[config.mk]
export PLATFORM = sky130hd
export DESIGN_NAME = csi_rx_clk_mon
export DESIGN_NICKNAME = d
export VERILOG_FILES = /design/src/rtl/csi_rx_clk_mon.sv
export SDC_FILE = /design/constraint.sdc
export NUM_CORES = 1
export LEC_CHECK = 0
export CAP_MARGIN = 10
export CELL_PAD_IN_SITES_DETAIL_PLACEMENT = 1
export CELL_PAD_IN_SITES_GLOBAL_PLACEMENT = 1
export CORE_MARGIN = 8
export CORE_UTILIZATION = 46
export DETAILED_ROUTE_END_ITERATION = 12
export PLACE_DENSITY_LB_ADDON = 0.1
export SYNTH_ARGS = -nofsm -noshare
export SYNTH_HDL_FRONTEND = slang
export SYNTH_SLANG_ARGS = --single-unit
[constraint.sdc]
create_clock -name ref_clock -period 5.9 [get_ports ref_clock]
set_input_delay 1.18 -clock ref_clock [delete_from_list [all_inputs] [get_ports ref_clock]]
set_output_delay 1.18 -clock ref_clock [all_outputs]
set_load 0.02 [all_outputs]
[src/rtl/csi_rx_clk_mon.sv]
`default_nettype none
// ============================================================================
// csi_rx_clk_mon -- multi-channel clock monitor: alive flag, edge count, lock
// Revision 1.0
// ============================================================================
module csi_rx_clk_mon #(
    parameter int N_CH      = 2,
    parameter int TIMEOUT   = 10,
    parameter int WIN_LEN   = 256,
    parameter int CNT_W     = 10,
    parameter int MIN_EDGES = 100,
    parameter int MAX_EDGES = 200,
    parameter int LOCK_WINS = 4
) (
    input  logic                  ref_clock,
    input  logic                  reset_in,
    input  logic                  enable,
    input  logic [N_CH-1:0]       clk_in,
    output logic [N_CH-1:0]       clk_alive,
    output logic [N_CH-1:0]       clk_locked,
    output logic                  meas_valid,
    output logic [N_CH*CNT_W-1:0] meas_count,
    output logic                  any_fail
);

    localparam int TW = $clog2(TIMEOUT + 1);
    localparam int WW = $clog2(WIN_LEN);
    localparam int GW = $clog2(LOCK_WINS + 1);

    localparam logic [TW-1:0]    TO_MAX    = TW'(TIMEOUT);
    localparam logic [WW-1:0]    WIN_LAST  = WW'(WIN_LEN - 1);
    localparam logic [CNT_W-1:0] EDGE_MAX  = '1;
    localparam logic [CNT_W-1:0] MIN_C     = CNT_W'(MIN_EDGES);
    localparam logic [CNT_W-1:0] MAX_C     = CNT_W'(MAX_EDGES);
    localparam logic [GW-1:0]    LOCK_C    = GW'(LOCK_WINS);

    localparam logic [1:0] UNLOCKED = 2'd0;
    localparam logic [1:0] ACQUIRE  = 2'd1;
    localparam logic [1:0] LOCKED   = 2'd2;

    logic          en_q;
    logic          win_active;
    logic          win_close;
    logic [WW-1:0] win_cnt;

    // The first enabled cycle only arms the window; counting starts the cycle after.
    assign win_active = enable & en_q;
    assign win_close  = win_active && (win_cnt == WIN_LAST);

    always_ff @(posedge ref_clock) begin
        if (reset_in) begin
            en_q       <= 1'b0;
            win_cnt    <= '0;
            meas_valid <= 1'b0;
        end else begin
            en_q       <= enable;
            meas_valid <= win_close;
            if (!win_active || win_close)
                win_cnt <= '0;
            else
                win_cnt <= win_cnt + 1'b1;
        end
    end

    assign any_fail = |(~clk_alive);

    for (genvar i = 0; i < N_CH; i++) begin : g_ch
        logic             s0, s1, prev;
        logic             toggle, rise;
        logic [TW-1:0]    to_cnt;
        logic             alive;
        logic [CNT_W-1:0] edge_cnt, edge_next, meas_q;
        logic             dead, dead_final, good;
        logic [1:0]       state, state_next;
        logic [GW-1:0]    good_cnt, good_next;
        logic             locked;

        assign toggle = s1 ^ prev;
        assign rise   = s1 & ~prev;

        always_ff @(posedge ref_clock) begin
            if (reset_in) begin
                s0     <= 1'b0;
                s1     <= 1'b0;
                prev   <= 1'b0;
                to_cnt <= TO_MAX;
                alive  <= 1'b0;
            end else begin
                s0    <= clk_in[i];
                s1    <= s0;
                prev  <= s1;
                alive <= (to_cnt < TO_MAX);
                if (toggle)
                    to_cnt <= '0;
                else if (to_cnt != TO_MAX)
                    to_cnt <= to_cnt + 1'b1;
            end
        end

        // Window result includes a rise or a dead cycle landing on the close cycle itself.
        assign edge_next  = (rise && (edge_cnt != EDGE_MAX)) ? edge_cnt + 1'b1 : edge_cnt;
        assign dead_final = dead | ~alive;
        assign good       = !dead_final && (edge_next >= MIN_C) && (edge_next <= MAX_C);

        always_ff @(posedge ref_clock) begin
            if (reset_in) begin
                edge_cnt <= '0;
                dead     <= 1'b0;
                meas_q   <= '0;
            end else begin
                if (win_close)
                    meas_q <= edge_next;
                if (!win_active || win_close) begin
                    edge_cnt <= '0;
                    dead     <= 1'b0;
                end else begin
                    edge_cnt <= edge_next;
                    dead     <= dead_final;
                end
            end
        end

        always_ff @(posedge ref_clock) begin
            if (reset_in) begin
                state    <= UNLOCKED;
                good_cnt <= '0;
            end else begin
                state    <= state_next;
                good_cnt <= good_next;
            end
        end

        always_comb begin
            state_next = state;
            good_next  = good_cnt;
            if (!enable) begin
                state_next = UNLOCKED;
                good_next  = '0;
            end else if ((state == LOCKED) && !alive) begin
                state_next = UNLOCKED;
                good_next  = '0;
            end else if (win_close) begin
                case (state)
                    UNLOCKED: begin
                        if (good) begin
                            good_next  = GW'(1);
                            state_next = (LOCK_C == GW'(1)) ? LOCKED : ACQUIRE;
                        end
                    end
                    ACQUIRE: begin
                        if (good) begin
                            good_next = good_cnt + 1'b1;
                            if ((good_cnt + 1'b1) == LOCK_C)
                                state_next = LOCKED;
                        end else begin
                            state_next = UNLOCKED;
                            good_next  = '0;
                        end
                    end
                    LOCKED: begin
                        if (!good) begin
                            state_next = UNLOCKED;
                            good_next  = '0;
                        end
                    end
                    default: begin
                        state_next = UNLOCKED;
                        good_next  = '0;
                    end
                endcase
            end
        end

        always_comb begin
            locked = (state == LOCKED);
        end

        assign clk_alive[i]                   = alive;
        assign clk_locked[i]                  = locked;
        assign meas_count[i*CNT_W +: CNT_W]   = meas_q;
    end

endmodule
`default_nettype wire

* Yosys cells after proc, flatten, opt, wreduce, memory -nomap -nowiden
Index checks and enable logic that the tools add are counted.
** Word-level totals
- Input port bits :: 5
- Output and inout bits :: 26
- Logic and storage cells :: 121
- Register bits :: 78
** Operators by class
- $add $sub $neg :: 7
- Bitwise operators :: 13
- Reductions and logical operators :: 29
- Order comparisons :: 6
- Equality and inequality tests :: 17
- Mux-type cells :: 24
** Operators by type and width (count)
- adder 10 x 1 -> 10 bit, second input constant :: 2
- greater-or-equal comparator 10 x 7 -> 1 bit, second input constant :: 2
- <= comparator 10 x 8 -> 1 bit, second input constant :: 2
- two-way mux 10 bit :: 2
- inequality test 10 bit, second input constant :: 2
- two-way mux 3 bit :: 6
- one-hot mux 3 bit (3 select lines) :: 2
- two-way mux 2 bit :: 8
- two-way mux 4 bit :: 4
- one-hot mux 2 bit (3 select lines) :: 2
- logical AND 1 bit :: 9
- adder 4 x 1 -> 4 bit, second input constant :: 2
- adder 8 x 1 -> 8 bit, second input constant :: 1
- == test 8 bit, second input constant :: 1
- less-than comparator 4 bit, second input constant :: 2
- inequality test 2 bit, second input constant :: 4
- inequality test 4 bit, second input constant :: 2
- AND reduction 4 bit :: 2
- OR reduction 2 bit :: 4
- adder 3 x 1 -> 3 bit, second input constant :: 2
- == test 3 bit, second input constant :: 2
- inequality test 3 bit, second input constant :: 2
- AND reduction 3 bit :: 2
- OR reduction 3 bit :: 2
- other kinds (11) :: 27

* Longest topological paths before layout
Gate-level depths: netlist of run 1.
- Depth in word-level cells :: 9
- Depth in mapped cells :: 10
- Depth with buffers taken out :: 10

* Worst setup path before layout of run 1
OpenSTA, ideal clock, no wires.
- Kind :: flip-flop to flip-flop
- Start point :: register g_ch[1].edge_cnt[0]
- End point :: register g_ch[1].good_cnt[0]
- Path buffers :: 0
- Arrival :: 2.599 ns
- Period minus slack after synthesis :: 2.673 ns
- Required time :: 5.826 ns
- Stages on the path, launching flop included :: 10
- Path slack :: 3.227 ns
- Setup time :: 0.074 ns
- Path through :: dfxtp_1 ha_1 nand3_2 or3_4 a21o_1 a311o_1 a21o_1 or3_1 or3_1 a31oi_1
** On the way
- Longest elaborated chain between the ends :: 8
- Elaborated cells on any way between the ends :: 13
- Those cells by class :: add/sub: 1; order compare: 2; eq/ne: 3; mux: 3; reduce/logical: 4
** RTL lines
- from (decl) :: RTL line 72 : logic [CNT_W-1:0] edge_cnt, edge_next, meas_q;
- from (signal assigned) :: RTL line 117 : edge_cnt <= edge_next;
- parallel branches: the longest is 2 deep, another holds adder 10 x 1 -> 10 bit
- two-way mux 10 bit (*) :: RTL line 101 : assign edge_next = (rise && (edge_cnt != EDGE_MAX)) ? edge_cnt + 1'b1 : edge_cnt;
- greater-or-equal comparator 10 x 7 -> 1 bit :: RTL line 103 : assign good = !dead_final && (edge_next >= MIN_C) && (edge_next <= MAX_C);
- logical AND 1 bit :: RTL line 103
- logical AND 1 bit (*) :: RTL line 103
- two-way mux 3 bit / inequality test 2 bit (equally long branches)
- one-hot mux 3 bit (3 select lines) / AND reduction 3 bit (equally long branches)
- to (signal assigned) :: RTL line 129 : good_cnt <= good_next;
- to (decl) :: RTL line 75 : logic [GW-1:0] good_cnt, good_next;
Every way passes the cells marked *.
A chain may end at the register's enable or synchronous reset.

* Worst setup path after layout of run 1
- Start point :: input port reset_in
- End point :: register g_ch[0].edge_cnt[8]
** On the way
- Longest elaborated chain between the ends :: 1
** RTL lines
- from (decl) :: RTL line 16 : input logic reset_in,
- OR reduction 2 bit (no line)
- to (signal assigned) :: RTL line 117
- to (decl) :: RTL line 72
No other way between the ends.

==> results of run 1 <==
kinds of logic (layout without fill, tap and decap cells):
| family | count (synthesis) | after routing | synth area share |
|---|---|---|---|
| xor+xnor | 19 | 19 | 0.04847 |
| buf+inv | 37 | 63 | 0.04628 |
| compound gates | 82 | 82 | 0.1549 |
| fa+ha+maj | 9 | 9 | 0.03280 |
| flops | 78 | 78 | 0.4548 |
| simple gates | 173 | 173 | 0.2394 |
| mux | 8 | 8 | 0.02332 |
power breakdown:
group	internal [W]	switching, W	leakage [nW]
combinational	0.0000226	0.0000251	0.614
sequential	0.000538	0.0000136	0.631
clock	0.000163	0.000223	0.0971
total	0.000724	0.000262	1.34
sequential cells by signal (all words and copies together) (netlist names):
register and count:
g_ch.s0 2, g_ch.prev 2, g_ch.alive 2, g_ch.meas_q 20, en_q 1, g_ch.good_cnt 6
g_ch.dead 2, g_ch.edge_cnt 20, g_ch.s1 2, g_ch.state 4, win_cnt 8, meas_valid 1
g_ch.to_cnt 8
synthesized netlist by cell type:
| cell type | n |
|---|---|
| clkbuf_1 | 15 |
| nor4_1 | 2 |
| nor4bb_1 | 1 |
| nor3_1 | 8 |
| a311o_1 | 2 |
| or3_1 | 2 |
| o2111ai_1 | 1 |
| nand3_1 | 20 |
| o221ai_1 | 1 |
| ha_1 | 9 |
| a21oi_1 | 24 |
| a32oi_1 | 1 |
| and4_1 | 2 |
| buf_4 | 5 |
| nand2b_1 | 5 |
| o21ai_0 | 13 |
| a41oi_1 | 1 |
| o22ai_1 | 4 |
| nor2b_1 | 11 |
| nand3_2 | 2 |
| buf_2 | 1 |
| nor2_1 | 76 |
| a211oi_1 | 9 |
| or3_4 | 1 |
| a31oi_1 | 3 |
| inv_1 | 16 |
| a21o_1 | 7 |
| o21a_1 | 4 |
| xor2_1 | 9 |
| nand4_2 | 1 |
| nand3b_1 | 1 |
| a211o_1 | 1 |
| o21bai_1 | 3 |
| and3_1 | 7 |
| nand4_1 | 6 |
| or4_1 | 1 |
| dfxtp_1 | 78 |
| a311oi_1 | 5 |
| and2_1 | 1 |
| xnor2_1 | 10 |
| a22oi_1 | 3 |
| mux2i_1 | 8 |
| nand2_1 | 26 |
cell type report:
type                            count  share of cell area
Clock inverter                      7             0.01614
Clock buffer                        9             0.03133
Tap cell                           99             0.03133
Timing Repair Buffer               31             0.07785
Multi-Input combinational cell    291              0.4332
Inverter                           16             0.01519
Sequential cell                    78              0.3949
worst max-delay path, delay by kind of cell:
family                 cells  cell delay (ns)
buffers and inverters      2             0.66
and+or+nand+nor            3             1.68
placed cells by master (no fill, tap or decap), drive strengths merged, types with 10 or more instances in the layout:
cell type      netlist  routed
nor2b               11      11
inv                 16      21
clkdlybuf4s50        0      30
dfxtp               78      78
nor2                76      76
nand3               22      22
o21ai               13      13
a21oi               24      24
xnor2               10      10
nand2               26      26
through the flow:
stage	instances	setup slack [ns]
floorplan	406	3.227
global placement	515	2.404
detailed placement	515	2.296
CTS	531	2.635
global route	531	2.432
finish	531	2.630
layer usage:
layer	global-route usage	up-vias
li1	-	1447
met1	0.2062	1406
met2	0.3003	27
met3	0.03338	8
met4	0.07449	0
met5	0	-
path summary, 6_finish.rpt:
path                          to                 from  slack [ns]  cells after the start
max          g_ch[0].edge_cnt[8]             reset_in        2.63                      5
min                   g_ch[0].s1           g_ch[0].s0        0.46                      1
max reg2reg  g_ch[1].good_cnt[0]  g_ch[1].edge_cnt[0]        2.91                      9
min reg2reg           g_ch[0].s1           g_ch[0].s0        0.46                      1
==> key figures, run 1 <==
Status
  • Status: completed

Floorplan
  • Die Y: 102.4 um
  • Die area: 0.01048 sq mm
  • Die width: about 100 um
  • Core Region: slightly above 0.007 sq mm
  • Row Count: 31
  • Starting Density: 0.4733
  • I/O pin count: 31

Synthesis
  • Synth unique cells: 43
  • Mapped Cells: 406
  • Synth top area share: 0.4548
  • Synth area leaders: dfxtp_1, nor2_1, a21oi_1
  • Yosys top cell by area: dfxtp_1
  • Post-Syn Area per Cell: 8.456 sq um
  • Syn Nets: between 400 and 500
  • Syn Std Cell Area: 0.003433 sq mm
  • Synth warnings: 0
  • Sequential share of the synthesized area: 0.4548
  • Register bit total from synthesis: 78

Routing
  • DRT antenna net count: 0
  • Top sig layer: met4
  • Met1 WL: 4013 um
  • Routed wl met3: 235 um
  • Final wirelength: ~8500 um
  • WL per Instance: 15.96 um
  • Drt first pass iters: 4
  • Avg Vias per Cell: between 5 and 6
  • Iter 0 DRT Violations: 57
  • DR WL met2: just over 4000 um
  • Vias: 2888
  • DRC viols: 0

Clocking
  • CTS buffer count: 9
  • H-Tree Depth: 3
  • CTS tree: built
  • CTS Root Cell: clkbuf_8
  • Clock Pin Slew Worst Setup and Hold Paths: 0.10 ns
  • Hold Buf Count CTS: 0
  • CTS max path bufs: 2
  • Later-pin clock latency in the skew report: 0.36 ns
  • Post_cts resized: 0
  • Clk sinks: 78
  • Setup Fix Bufs, Post-CTS: 0

Pwr
  • Leakage: between 1 and 1.5 nW
  • PD cells: 249.3 mW/mm^2
  • Pwr Total: 0.0009855 W
  • Worst VDD drop: 145.6 uV

Timing
  • Worst Tran Pin Value: 1.068 ns
  • Final worst path period need: 3.270 ns
  • Worst Clk Skew: 0.01006 ns
  • Final Cycle Share: 0.5542
  • Relative slew slack: 0.2857
  • Setup TNS: 0 ns
  • Max Slew Vio Count: 0
  • Setup-failing EPs final: 0
  • Worst Hold Slack: between 0.4 and 0.5 ns
  • RSZ-0062 raised after global routing: false
  • Fmax: 305.8 MHz
  • Final Hold Viols: 0

Layout
  • Fill count: 886
  • Share of layout cells above drive strength 1: 0.04861
  • Post-route cell area: 0.003954 sq mm
  • Final Core Density: 0.5451
  • Number of diodes: 0
  • Multi-input gate area: ~0.0017 sq mm
  • Final Net Count: approximately 440
  • Area Overhead vs Synth: 15.16%
  • Storage cell area: roughly 0.0016 sq mm

Global route
  • Largest net degree at the start of global routing: 37
  • Global Route Usage Sum: 0.1745
  • Vias in the first global route: 2990
  • Global-route wire length before repair: 14390 um
  • Initial antenna violation count: 0
  • GRT overflow: 0

Critical path
  • Worst Path Class, Setup: in2reg
  • CP max stage cell: nand3b_1
  • Cells along the critical path: clkdlybuf4s50_1 > buf_4 > nor2b_1 > nand3b_1 > nor2b_1
  • CP max stage delay: 0.85 ns
  • Crit-path max FO: 35
  • Crit path DAT: between 3 and 4 ns
  • Most common cell type on the critical path: nor2b_1
  • Startpoint type of the worst setup path: primary input
  • CP required: 6.17 ns
  • CP endpoint kind: flip-flop

Placement
  • HPWL after detailed placement: 6025 um
  • PortBufs: 30
  • Final Wtd Congestion: around 0.80
  • Placed instance area: 0.003766 sq mm

Run
  • Max-cap violations: 0

Hold path
  • Worst Hold Class: reg2reg
Note: power is estimated with default switching activity, not from simulation.
==> inputs of run 2 (changes only) <==
--- a/config.mk
+++ b/config.mk
@@ -9,7 +9,7 @@
 export CELL_PAD_IN_SITES_DETAIL_PLACEMENT = 1
 export CELL_PAD_IN_SITES_GLOBAL_PLACEMENT = 1
 export CORE_MARGIN = 8
-export CORE_UTILIZATION = 46
+export CORE_UTILIZATION = 43
 export DETAILED_ROUTE_END_ITERATION = 12
 export PLACE_DENSITY_LB_ADDON = 0.1
 export SYNTH_ARGS = -nofsm -noshare
==> constraint.sdc (replaced) <==
create_clock -name ref_clock -period 3.2 [get_ports ref_clock]
set_input_delay 0.64 -clock ref_clock [delete_from_list [all_inputs] [get_ports ref_clock]]
set_output_delay 0.64 -clock ref_clock [all_outputs]
set_load 0.02 [all_outputs]
==> run 2 against run 1 <==
Largest power group unchanged. Critical path depth up 4. Clock power is 64% higher. Worst hold slack lost 0.023 ns. Core utilization down 3.3 points. Final area barely moved.
==> key figures, run 2 (same netlist as run 1, synthesis figures left out) <==
Status
  • Status: completed

Run
  • Max-cap violations: 0

Pwr
  • Pwr Total: 0.001737 W
  • Leakage: 1.346 nW
  • Worst VDD drop: 220.4 uV
  • PD cells: 439.1 mW/mm^2

Floorplan
  • Starting Density: 0.4443
  • Die Y: 105.4 um
  • Die width: 105.4 um
  • Row Count: 32
  • Die area: 0.01110 sq mm
  • I/O pin count: 31
  • Core Region: 0.007727 sq mm

Clocking
  • H-Tree Depth: 3
  • Clock Pin Slew Worst Setup and Hold Paths: 0.07 ns
  • Setup Fix Bufs, Post-CTS: 0
  • CTS tree: built
  • Post_cts resized: 0
  • CTS max path bufs: 2
  • Hold Buf Count CTS: 0
  • CTS buffer count: 9
  • Later-pin clock latency in the skew report: 0.34 ns
  • CTS Root Cell: clkbuf_8
  • Clk sinks: a little under 80

Critical path
  • CP max stage cell: dfxtp_1
  • CP max stage delay: 0.44 ns
  • Crit path DAT: 3.24 ns
  • Worst Path Class, Setup: reg2reg
  • Startpoint type of the worst setup path: flip-flop
  • Cells along the critical path: ha_1 > nand3_2 > or3_4 > a21o_1 > a311o_1 > a21o_1 > or3_1 > or3_1 > a31oi_1
  • CP required: 3.47 ns
  • Crit-path max FO: 6
  • CP endpoint kind: flip-flop

Global route
  • Initial antenna violation count: 0
  • Largest net degree at the start of global routing: 35
  • GRT overflow: 0
  • Vias in the first global route: 3049
  • Global-route wire length before repair: 14530 um
  • Global Route Usage Sum: 0.1583

Layout
  • Post-route cell area: 0.003955 sq mm
  • Final Instance Count excl. Fillers: approximately 540
  • Final Net Count: 445
  • Area Overhead vs Synth: 15.20%
  • Most frequent cells in the layout: dfxtp_1, nor2_1, clkdlybuf4s50_1
  • Number of diodes: 0
  • Largest registers: g_ch.edge_cnt: 20 flops, g_ch.meas_q: 20 flops
  • Commonest non-fill, non-tap cell in the layout: dfxtp_1
  • Final Core Density: 0.5118
  • Share of layout cells above drive strength 1: 0.04839

Timing
  • Final Cycle Share: 0.9288
  • Final Hold Viols: 0
  • Relative slew slack: 0.5865
  • RSZ-0062 raised after global routing: false
  • Final worst path period need: roughly 3.0 ns
  • Worst Clk Skew: 0.005366 ns
  • Max Slew Vio Count: 0
  • Setup-failing EPs final: 0
  • Setup TNS: 0 ns
  • Worst Tran Pin Value: 0.6161 ns
  • Fmax: 336.5 MHz

Routing
  • Final wirelength: between 8000 and 9000 um
  • Routed wl met3: 229 um
  • Met1 WL: about 4000 um
  • DRC viols: 0
  • Avg Vias per Cell: 5.392
  • Top sig layer: met4
  • Vias: 2890
  • WL per Instance: 15.66 um
  • DRT antenna net count: 0
  • DR WL met2: between 4000 and 5000 um
  • Iter 0 DRT Violations: 111
  • Drt first pass iters: 4

Placement
  • Dpl cells: 522
  • PortBufs: 30
  • Final Wtd Congestion: approximately 0.84
  • Placed instance area: 0.003800 sq mm
  • HPWL after detailed placement: 6014 um

Hold path
  • Worst Hold Class: reg2reg
[run 2: changes by cell type in the layout (fill, tap and decap cells not counted)]
cell      previous run  this run
clkbuf_1             0         2
buf_4                1         5
clkbuf_8             9        10
inv_6                4         0
clkinv_4             2         0
inv_8                1         0
clkinv_2             0         2
[run 2: area by class of cell]
cell class,instances,area [sq um]
Clock inverter,2,10.01
Tap cell,102,127.6
Clock buffer,12,145.1
Timing Repair Buffer,35,337.8
Multi-Input combinational cell,291,1713
Sequential cell,78,1562
Inverter,16,60.06
Fill cell,935,3772
[run 2: report_power, final]
part | switching (W) | total [W] | internal, W
Combinational | 0.0000457 | 0.0000877 | 0.0000420
Sequential | 0.0000232 | 0.00102 | 0.000992
Clock | 0.000341 | 0.000634 | 0.000293
Total | 0.000410 | 0.00174 | 0.00133
[run 2: worst max-delay path, delay by kind of cell, from the launching register on]
family,cells,cell delay (ns)
simple gates,4,1.18
compound gates,4,0.93
flops,1,0.44
fa+ha+maj,1,0.35
[run 2: layer usage]
layer | global-route usage | vias up
li1 | - | 1448
met1 | 0.1904 | 1403
met2 | 0.2716 | 27
met3 | 0.03106 | 12
met4 | 0.06116 | 0
met5 | 0 | -
[run 2: stage by stage]
stage               worst slack, ns  hold WS, ns
floorplan                    0.5272       0.4138
global placement             0.4131       0.4257
detailed placement           0.2307       0.4287
CTS                          0.2267       0.4470
global route                0.03843       0.4684
finish                       0.2279       0.4397
[run 2: path summary, 6_finish.rpt]
path                                     startpoint             endpoint  slack (ns)  depth (start not counted)
worst min-delay path                     g_ch[0].s0           g_ch[0].s1        0.44                          1
worst max-delay path            g_ch[1].edge_cnt[0]  g_ch[1].good_cnt[0]        0.23                          9
worst max register to register  g_ch[1].edge_cnt[0]  g_ch[1].good_cnt[0]        0.23                          9
worst min register to register           g_ch[0].s0           g_ch[0].s1        0.44                          1
==> inputs of run 3 (changes only) <==
--- a/config.mk
+++ b/config.mk
@@ -11,6 +11,7 @@
 export CORE_MARGIN = 8
 export CORE_UTILIZATION = 43
 export DETAILED_ROUTE_END_ITERATION = 12
+export GPL_ROUTABILITY_DRIVEN = 1
 export PLACE_DENSITY_LB_ADDON = 0.1
 export SYNTH_ARGS = -nofsm -noshare
 export SYNTH_HDL_FRONTEND = slang
==> results of run 3 <==
No change in the layout: final DEF, timing and power equal those of run 2.
